## config.mk

```make
export PLATFORM = sky130hd
export DESIGN_NAME = uart_mmio_ctrl
export DESIGN_NICKNAME = d
export VERILOG_FILES = /design/src/rtl/uart_mmio_ctrl.sv
export SDC_FILE = /design/constraint.sdc
export NUM_CORES = 1
export LEC_CHECK = 0
export CORE_UTILIZATION = 50
export DETAILED_ROUTE_END_ITERATION = 12
export PLACE_DENSITY = 0.84
export SLEW_MARGIN = 15
export SYNTH_ARGS = -nofsm -noshare
export SYNTH_HDL_FRONTEND = slang
export SYNTH_SLANG_ARGS = --single-unit
export TNS_END_PERCENT = 5
```

## constraint.sdc

```tcl
create_clock -name CLK -period 7.9 [get_ports CLK]
set_input_delay 1.975 -clock CLK [delete_from_list [all_inputs] [get_ports CLK]]
set_output_delay 1.975 -clock CLK [all_outputs]
set_load 0.02 [all_outputs]
```

## src/rtl/uart_mmio_ctrl.sv

```systemverilog
// uart_mmio_ctrl: CPU-facing register block for a UART core.
// It provides an 8-deep TX FIFO feeding a start/busy handshake sequencer,
// an 8-deep RX FIFO filled on rising edges of the core's rx_valid, and a
// level interrupt.
//
// state  | meaning
// T_IDLE | waiting for tx_en, a queued byte and an idle core
// T_REQ  | tx_start held with a stable byte until the core reports busy
// T_WAIT | byte accepted; waiting for the core to finish shifting
module uart_mmio_ctrl #(
    parameter  int FIFO_DEPTH = 8,
    localparam int CNT_W      = $clog2(FIFO_DEPTH) + 1
) (
    input  logic        CLK,
    input  logic        RST,
    input  logic [1:0]  bus_addr,
    input  logic        bus_wr,
    input  logic        bus_rd,
    input  logic [31:0] bus_wdata,
    output logic [31:0] bus_rdata,
    output logic        irq,
    output logic [7:0]  uart_tx_byte,
    output logic        uart_tx_start,
    input  logic        uart_tx_busy,
    input  logic [7:0]  uart_rx_byte,
    input  logic        uart_rx_valid
);
    localparam int PTR_W = $clog2(FIFO_DEPTH);
    localparam logic [CNT_W-1:0] FULL_CNT = CNT_W'(FIFO_DEPTH);

    typedef enum logic [1:0] {T_IDLE, T_REQ, T_WAIT} tx_state_e;

    tx_state_e        state_q, state_d;
    logic [7:0]       tx_mem_q [FIFO_DEPTH];
    logic [7:0]       rx_mem_q [FIFO_DEPTH];
    logic [PTR_W-1:0] tx_wp_q, tx_rp_q, rx_wp_q, rx_rp_q;
    logic [CNT_W-1:0] tx_cnt_q, rx_cnt_q;
    logic [3:0]       ctrl_q;
    logic             rx_ovr_q, tx_ovf_q, rx_valid_q;
    logic [7:0]       tx_byte_q;
    logic             tx_start_q;
    logic [31:0]      rdata_q, rdata_d;

    logic tx_pop, tx_push, tx_ovf_set, tx_empty, tx_full, tx_idle;
    logic rx_pop, rx_push, rx_ovr_set, rx_empty, rx_full, rx_rise;
    logic rd_en, wr_data, wr_status, wr_ctrl;
    logic [31:0] status_w;

    // bus decode and FIFO handshake terms
    always_comb begin
        rd_en      = bus_rd && !bus_wr;
        wr_data    = bus_wr && (bus_addr == 2'd0);
        wr_status  = bus_wr && (bus_addr == 2'd1);
        wr_ctrl    = bus_wr && (bus_addr == 2'd2);
        tx_empty   = (tx_cnt_q == '0);
        tx_full    = (tx_cnt_q == FULL_CNT);
        rx_empty   = (rx_cnt_q == '0);
        rx_full    = (rx_cnt_q == FULL_CNT);
        tx_idle    = (state_q == T_IDLE) && !uart_tx_busy;
        // a full TX FIFO still accepts a write when the sequencer pops that cycle
        tx_push    = wr_data && (!tx_full || tx_pop);
        tx_ovf_set = wr_data && tx_full && !tx_pop;
        rx_pop     = rd_en && (bus_addr == 2'd0) && !rx_empty;
        rx_rise    = uart_rx_valid && !rx_valid_q && ctrl_q[1];
        rx_push    = rx_rise && (!rx_full || rx_pop);
        rx_ovr_set = rx_rise && rx_full && !rx_pop;
        status_w   = {25'b0, tx_ovf_q, rx_ovr_q, tx_idle, tx_full, tx_empty,
                      rx_full, !rx_empty};
    end

    // TX sequencer next state
    always_comb begin
        state_d = state_q;
        tx_pop  = 1'b0;
        case (state_q)
            T_IDLE: if (ctrl_q[0] && !tx_empty && !uart_tx_busy) begin
                tx_pop  = 1'b1;
                state_d = T_REQ;
            end
            T_REQ:  if (uart_tx_busy) state_d = T_WAIT;
            T_WAIT: if (!uart_tx_busy) state_d = T_IDLE;
            default: state_d = T_IDLE;
        endcase
    end

    // read data mux; reads while writing leave bus_rdata untouched
    always_comb begin
        rdata_d = rdata_q;
        if (rd_en) begin
            case (bus_addr)
                2'd0:    rdata_d = rx_empty ? 32'd0 : {23'b0, 1'b1, rx_mem_q[rx_rp_q]};
                2'd1:    rdata_d = status_w;
                2'd2:    rdata_d = {28'b0, ctrl_q};
                default: rdata_d = 32'd0;
            endcase
        end
    end

    // FIFO storage, unreset since the pointers define validity
    always_ff @(posedge CLK) begin
        if (tx_push) tx_mem_q[tx_wp_q] <= bus_wdata[7:0];
        if (rx_push) rx_mem_q[rx_wp_q] <= uart_rx_byte;
    end

    // FIFO pointers and occupancy counts
    always_ff @(posedge CLK) begin
        if (RST) begin
            tx_wp_q  <= '0;
            tx_rp_q  <= '0;
            tx_cnt_q <= '0;
            rx_wp_q  <= '0;
            rx_rp_q  <= '0;
            rx_cnt_q <= '0;
        end else begin
            if (tx_push) tx_wp_q <= tx_wp_q + 1'b1;
            if (tx_pop)  tx_rp_q <= tx_rp_q + 1'b1;
            if (tx_push && !tx_pop)      tx_cnt_q <= tx_cnt_q + 1'b1;
            else if (!tx_push && tx_pop) tx_cnt_q <= tx_cnt_q - 1'b1;
            if (rx_push) rx_wp_q <= rx_wp_q + 1'b1;
            if (rx_pop)  rx_rp_q <= rx_rp_q + 1'b1;
            if (rx_push && !rx_pop)      rx_cnt_q <= rx_cnt_q + 1'b1;
            else if (!rx_push && rx_pop) rx_cnt_q <= rx_cnt_q - 1'b1;
        end
    end

    // sequencer state and registered core handshake outputs
    always_ff @(posedge CLK) begin
        if (RST) begin
            state_q    <= T_IDLE;
            tx_byte_q  <= 8'd0;
            tx_start_q <= 1'b0;
        end else begin
            state_q    <= state_d;
            tx_start_q <= (state_d == T_REQ);
            if (tx_pop) tx_byte_q <= tx_mem_q[tx_rp_q];
        end
    end

    // control/sticky registers, rx_valid edge history and read data
    always_ff @(posedge CLK) begin
        if (RST) begin
            ctrl_q     <= 4'h3;
            rx_ovr_q   <= 1'b0;
            tx_ovf_q   <= 1'b0;
            rx_valid_q <= 1'b0;
            rdata_q    <= 32'd0;
        end else begin
            rx_valid_q <= uart_rx_valid;
            rdata_q    <= rdata_d;
            if (wr_ctrl) ctrl_q <= bus_wdata[3:0];
            // a new event in the same cycle as its clear keeps the flag set
            rx_ovr_q <= rx_ovr_set || (rx_ovr_q && !(wr_status && bus_wdata[5]));
            tx_ovf_q <= tx_ovf_set || (tx_ovf_q && !(wr_status && bus_wdata[6]));
        end
    end

    assign bus_rdata     = rdata_q;
    assign uart_tx_byte  = tx_byte_q;
    assign uart_tx_start = tx_start_q;
    assign irq = (ctrl_q[2] && !rx_empty) || (ctrl_q[3] && tx_empty && tx_idle);

endmodule

```

==> results.py, run 1 <==
metrics = {
    "run_status": {
        "status": "complete, no violations",
    },
    "hold_path": {
        "min_delay_path_depth": 2,
        "hp-class": "flop to flop",
    },
    "yosys": {
        "synth_edf_count": 128,
        "synth_area_per_cell_um2": 15.41,
        "synthArstFlopShare_pct": 0,
        "ys_seq_area_share_pct": 66.87,
        "synth_top_flop_cell": "edfxtp_1",
        "netlist_area_um2": 7244,
        "synth_cells": 470,
        "ys_warn_count": 0,
        "ys_types": 53,
        "synth-seq-cells": 178,
    },
    "layout": {
        "antenna_cells": 0,
        "multi_input_area_um2": 2188,
        "finalInstanceArea_um2": 8356,
        "final_common_cell": "edfxtp_1",
        "nets": 580,
        "drive_gt1_share_pct": 16.14,
        "mostFrequentLayoutCells": "edfxtp_1 (128), dfxtp_1 (50), clkdlybuf4s50_1 (42)",
        "fill_cells": 1001,
        "seq_area_um2": 4845,
        "area_delta_synth_final_pct": 15.34,
    },
    "sta": {
        "rsz0062_at_grt": "false",
        "hold_viol": 0,
        "fin_setup_tns_ns": 0,
        "setup_violations": 0,
        "setup_ws_ns": 2.208,
        "holdWs_ns": 0.4626,
        "maxSlewViolCount": 0,
        "slew_headroom_pct": 37.52,
        "min_period_ns": 5.692,
        "fmax_mhz": 175.7,
        "finClkSkew_ns": 0.008493,
        "fin_crit_sh_pct": 72.05,
        "worstMarginPinSlew_ns": 0.9338,
    },
    "floorplan": {
        "io_pins": 90,
        "die_h_um": 122.4,
        "start_util_pct": 51.79,
        "die_area_um2": 14970,
        "design.core.area_um2": 13990,
        "die_w_um": 122.4,
        "rows": 43,
    },
    "worst_setup_path": {
        "critical_path.top_delay_family": "buffers and inverters",
        "slowest_delay_ns": 0.63,
        "cp_num_cells": 5,
        "worstSetupPathType": "input port to output port",
        "cp_max_fo": 5,
        "cp_slowest_cell": "clkdlybuf4s50_1",
        "worstPathArrival_ns": 3.72,
        "cp-start-kind": "input port",
        "cp_cell_sequence": "clkdlybuf4s50_1, nor3_1, buf_4, a32o_1, clkdlybuf4s50_1",
        "end_kind": "output port",
        "cp_num_buf_inv": 3,
        "cp.required_ns": 5.93,
        "worstRegToRegCells": 10,
        "path_common_cell": "clkdlybuf4s50_1",
    },
    "clock_tree": {
        "numCtsBuffers": 17,
        "clk_pin_slew_ns": 0.06,
        "ctsResizeCount": 0,
        "cts_setup_buffers": 0,
        "cts_buffer_depth": 2,
        "cts_tree": "done",
        "cts_sinks": 178,
        "root_buffer": "clkbuf_16",
        "htreeDepth": 4,
        "holdBufCountCts": 0,
        "clk_latency_ns": 0.43,
    },
    "place": {
        "portBuffers": 42,
        "dp_slack_ns": 2.229,
        "dp_hpwl_um": 9105,
        "placed_cell_area_um2": 7795,
        "gp_congestion": 0.7621,
    },
    "global_route": {
        "grt_pass1_wl_um": 21600,
        "grt_pass1_vias": 4167,
        "groute.usage.overall_pct": 20.29,
        "grt_overflow": 0,
        "antenna_found_initial": 0,
        "grt_max_degree": 46,
    },
    "power": {
        "p_per_area_nw_per_um2": 275.7,
        "p_seq_share_pct": 47.9,
        "totalPowerFinal_mw": 2.304,
        "p_leak_nw": 2.725,
        "swShare_pct": 27.18,
        "clockPowerShare_pct": 34.4,
        "p_int_mw": 1.677,
        "power.switching_uw": 626.2,
        "pwr-share-comb_pct": 17.6,
        "vdd_ir_drop_max_mv": 0.1983,
    },
    "drt": {
        "routed-via-count": 4121,
        "firstDrtPassIters": 5,
        "drtAntennaViolNets": 0,
        "drc": 0,
        "wire_per_inst_um": 19.47,
        "drt-vias-per-instance": 5.780,
        "wirelength_um": 13880,
        "drt-initial-drc-count": 293,
    },
    "run": {
        "cap_violations": 0,
    },
}
==> power by group through the flow <==
stage / clock (mW) / combinational (mW) / sequential (mW)
2_1_floorplan: 0 / 0.279 / 1.13
3_3_place_gp: 0 / 0.389 / 1.12
3_5_place_dp: 0 / 0.405 / 1.12
4_1_cts: 0.803 / 0.409 / 1.10
5_1_grt: 0.839 / 0.447 / 1.11
6_report: 0.793 / 0.407 / 1.10
==> cells by family after synthesis <==
logic type / count (synthesis) / synth area share (%)
flops: 178 / 66.87
buf+inv: 53 / 4.128
other cells: 1 / 0.05176
simple gates: 115 / 8.480
fa+ha+maj: 12 / 2.280
xor+xnor: 10 / 1.209
mux: 46 / 11.74
compound gates: 55 / 5.233
==> layer usage <==
metal / vias to the layer above / global-route usage [%] / wire length (µm)
li1: 1861 / - / -
met1: 2096 / 22.41 / 5548
met2: 137 / 35.78 / 7393
met3: 27 / 5.901 / 666
met4: 0 / 9.604 / 276
met5: - / 0 / 0
==> layout make-up <==
cell class | instances | area share (%)
flip-flops and latches | 178 | 57.98
multi-input cells | 261 | 26.19
repair buffers | 53 | 6.020
inverters | 9 | 0.4043
well taps | 180 | 2.695
clock buffers | 18 | 5.136
clock inverters | 14 | 1.572
==> worst paths after layout <==
kind	slack, ns	from	endpoint
setup / recovery	2.21	uart_tx_busy	irq
hold / removal	0.46	tx_ovf_q$_SDFF_PP0_	tx_ovf_q$_SDFF_PP0_
setup reg to reg	4.50	ctrl_q[0]$_SDFFE_PP1P_	tx_cnt_q[3]$_SDFFE_PP0P_
hold reg to reg	0.46	tx_ovf_q$_SDFF_PP0_	tx_ovf_q$_SDFF_PP0_
==> state kept, by name, summed over array words and instances (netlist names), named ones only <==
register / flops
tx_rp_q: 3
tx_wp_q: 3
rx_wp_q: 3
bus_rdata: 9
rx_cnt_q: 4
ctrl_q: 4
uart_tx_start: 1
rx_rp_q: 3
rx_ovr_q: 1
rx_valid_q: 1
tx_mem_q: 64
uart_tx_byte: 8
tx_ovf_q: 1
state_q: 2
rx_mem_q: 64
tx_cnt_q: 4
==> Yosys cell counts, types with 2 or more instances <==
cell type  instances  share of area (%)
o21ai_0            9               0.62
nand2_1           17               0.88
mux2i_1           13                1.8
dfxtp_1           50                 14
nor3b_1            3               0.31
o211ai_1           2               0.21
a22o_1             2               0.24
mux2_2             2               0.31
a32oi_1            3               0.36
a211oi_1           2               0.21
ha_1              10                1.7
xnor2_1            6               0.73
nor2b_1            6               0.52
nand2b_1           3               0.26
xor2_1             4               0.48
a21oi_1           14               0.97
nor4_1             4               0.35
nor2_1            36                1.9
buf_1              2               0.10
a31oi_1            2               0.17
nor3b_2            2               0.35
fa_1               2               0.55
edfxtp_1         128                 53
nor3_1            16                1.1
mux4_2            31                9.6
nor4b_2            3               0.62
a22oi_1            5               0.52
a211o_1            2               0.24
o22ai_1            8               0.69
clkbuf_1          10               0.52
nand3_1           13               0.90
buf_4             24                2.5
inv_1              8               0.41
buf_2              8               0.55
and3_1             2               0.17
==> stage by stage <==
| step | std cells | util [%] |
|---|---|---|
| floorplan | 492 | - |
| global placement | 681 | 55.72 |
| finish | 713 | 59.73 |
| detailed placement | 681 | 55.72 |
| global route | 713 | 59.73 |
| CTS | 713 | 59.73 |
==> worst register-to-register path, delay by kind of cell, from the launching register on <==
family | cells | cell delay, ns
compound gates | 3 | 0.56
fa+ha+maj | 2 | 0.54
buf+inv | 2 | 0.34
flops | 1 | 0.43
mux | 1 | 0.36
simple gates | 2 | 1.08
No activity file was read; power rests on OpenSTA's default activity.
==> run 2, diff against run 1 <==
==> constraint.sdc (replaced) <==
create_clock -name CLK -period 5.58 [get_ports CLK]
set_input_delay 1.395 -clock CLK [delete_from_list [all_inputs] [get_ports CLK]]
set_output_delay 1.395 -clock CLK [all_outputs]
set_load 0.02 [all_outputs]
==> run 2 against run 1 <==
Net effect:
- global-route usage decreased by 0.25 points
- count of clock-buffer cells in the layout up 7
- clock skew about the same
- largest power group unchanged
- non-clock buffer count increased by 2
- combinational power grew 45%
- routed wire length increased by 0.72%
- register-to-register slack worse by 1.9 ns
- final area rose by 0.88%
==> results.py, run 2 (synthesized netlist as in run 1, its figures left out) <==
metrics = {
    "floorplan": {
        "die_w_um": 122.4,
        "die_area_um2": 14970,
        "design.core.area_um2": 13990,
        "rows": 43,
        "io_pins": 90,
        "start_util_pct": 51.79,
        "die_h_um": 122.4,
    },
    "place": {
        "placed_cell_area_um2": 7810,
        "dp_slack_ns": 1.088,
        "dp_hpwl_um": 9335,
        "portBuffers": 42,
        "gp_congestion": 0.7844,
    },
    "worst_setup_path": {
        "worstSetupPathType": "input port to output port",
        "rrSetupSlack_ns": 2.56,
        "cp_max_fo": 5,
        "cp-start-kind": "input port",
        "cp_slowest_cell": "clkdlybuf4s50_1",
        "path_common_cell": "clkdlybuf4s50_1",
        "reg2reg_from": "tx_cnt_q[0]$_SDFFE_PP0P_",
        "worstPathArrival_ns": 3.13,
        "end_kind": "output port",
        "cp.required_ns": 4.18,
        "cp_cell_sequence": "clkdlybuf4s50_1, nor3_1, buf_4, a32o_1, clkdlybuf4s50_1",
        "slowest_delay_ns": 0.62,
        "worstRegToRegCells": 10,
        "r2r_end": "tx_cnt_q[3]$_SDFFE_PP0P_",
    },
    "drt": {
        "drtAntennaViolNets": 0,
        "routed-via-count": 4067,
        "wire_per_inst_um": 19.56,
        "drt-initial-drc-count": 224,
        "firstDrtPassIters": 4,
        "drt-vias-per-instance": 5.688,
        "drc": 0,
        "wirelength_um": 13980,
    },
    "clock_tree": {
        "ctsResizeCount": 0,
        "holdBufCountCts": 0,
        "cts_sinks": 178,
        "cts_tree": "done",
        "cts_setup_buffers": 0,
        "htreeDepth": 4,
        "numCtsBuffers": 17,
        "clk_pin_slew_ns": 0.06,
        "root_buffer": "clkbuf_16",
        "cts_buffer_depth": 2,
        "clk_latency_ns": 0.42,
    },
    "global_route": {
        "antenna_found_initial": 0,
        "grt_pass1_wl_um": 21810,
        "groute.usage.overall_pct": 20.04,
        "grt_max_degree": 46,
        "grt_pass1_vias": 4174,
        "grt_overflow": 0,
    },
    "layout": {
        "antenna_cells": 0,
        "nets": 582,
        "final_common_cell": "edfxtp_1",
        "finalInstanceArea_um2": 8429,
        "area_delta_synth_final_pct": 16.36,
        "drive_gt1_share_pct": 16.45,
        "mostFrequentLayoutCells": "edfxtp_1 (128), dfxtp_1 (50), clkdlybuf4s50_1 (42)",
        "postLayoutCoreUtil_pct": 60.26,
    },
    "power": {
        "vdd_ir_drop_max_mv": 0.2837,
        "clockPowerShare_pct": 36.1,
        "p_seq_share_pct": 46.4,
        "pwr-share-comb_pct": 17.5,
        "p_leak_nw": 2.782,
        "p_per_area_nw_per_um2": 399.6,
        "p_int_mw": 2.508,
        "swShare_pct": 25.52,
        "power.switching_uw": 859.7,
        "totalPowerFinal_mw": 3.368,
    },
    "sta": {
        "fin_setup_tns_ns": 0,
        "maxSlewViolCount": 0,
        "min_period_ns": 4.522,
        "slew_headroom_pct": 32.89,
        "rsz0062_at_grt": "false",
        "finClkSkew_ns": 0.008909,
        "setup_ws_ns": 1.058,
        "setup_violations": 0,
        "fin_crit_sh_pct": 81.03,
        "fmax_mhz": 221.2,
        "worstMarginPinSlew_ns": 1.003,
        "hold_viol": 0,
    },
    "run": {
        "cap_violations": 0,
    },
    "hold_path": {
        "min_delay_path_depth": 2,
        "hp-class": "flop to flop",
        "worst_hold_startpoint": "tx_ovf_q$_SDFF_PP0_",
        "hold_end": "tx_ovf_q$_SDFF_PP0_",
    },
    "run_status": {
        "status": "complete, no violations",
    },
}
run 2: cell type report:
| type | instances | area (µm²) |
|---|---|---|
| Fill cell | 1015 | 5559 |
| Sequential cell | 178 | 4845 |
| Multi-Input combinational cell | 261 | 2188 |
| Clock buffer | 25 | 526.8 |
| Timing Repair Buffer | 55 | 518.0 |
| Tap cell | 180 | 225.2 |
| Clock inverter | 7 | 92.59 |
| Inverter | 9 | 33.78 |
run 2: how the worst max path moves through the flow:
stage / start / to / slack (ns) / depth (start not counted)
finish: uart_tx_busy / irq / 1.06 / 5
global route: uart_tx_busy / irq / 0.95 / 5
CTS: uart_tx_busy / irq / 1.07 / 5
detailed placement: uart_tx_busy / irq / 1.09 / 5
global placement: uart_tx_busy / irq / 1.08 / 5
floorplan: bus_addr[1] / rx_cnt_q[3]$_SDFFE_PP0P_ / 1.97 / 9
run 2: metrics by stage:
step | hold WS, ns | std cells
floorplan | 0.4316 | 492
global placement | 0.4528 | 683
detailed placement | 0.4543 | 683
CTS | 0.4691 | 715
global route | 0.4851 | 715
finish | 0.4751 | 715
run 2: critical path: cells and delay by family:
kind | cells | cell delay, ns
buffers and inverters | 3 | 1.28
AO/OA/AOI/OAI | 1 | 0.23
AND/OR/NAND/NOR | 1 | 0.21
run 2: power by group through the flow:
stage	Combinational, mW	Sequential [mW]	Clock (mW)
6_report	0.589	1.56	1.22
3_5_place_dp	0.584	1.59	0
3_3_place_gp	0.556	1.58	0
5_1_grt	0.647	1.57	1.28
2_1_floorplan	0.396	1.60	0
4_1_cts	0.592	1.56	1.23
run 2: per-layer routing:
metal	part of all wire (%)	GRT usage [%]	routed length (µm)	vias to the layer above
met5	0	0	0	-
met4	1.2	6.784	165	0
met3	5.9	5.158	832	17
met2	53	36.48	7464	148
met1	39	22.69	5522	2042
li1	-	-	-	1860
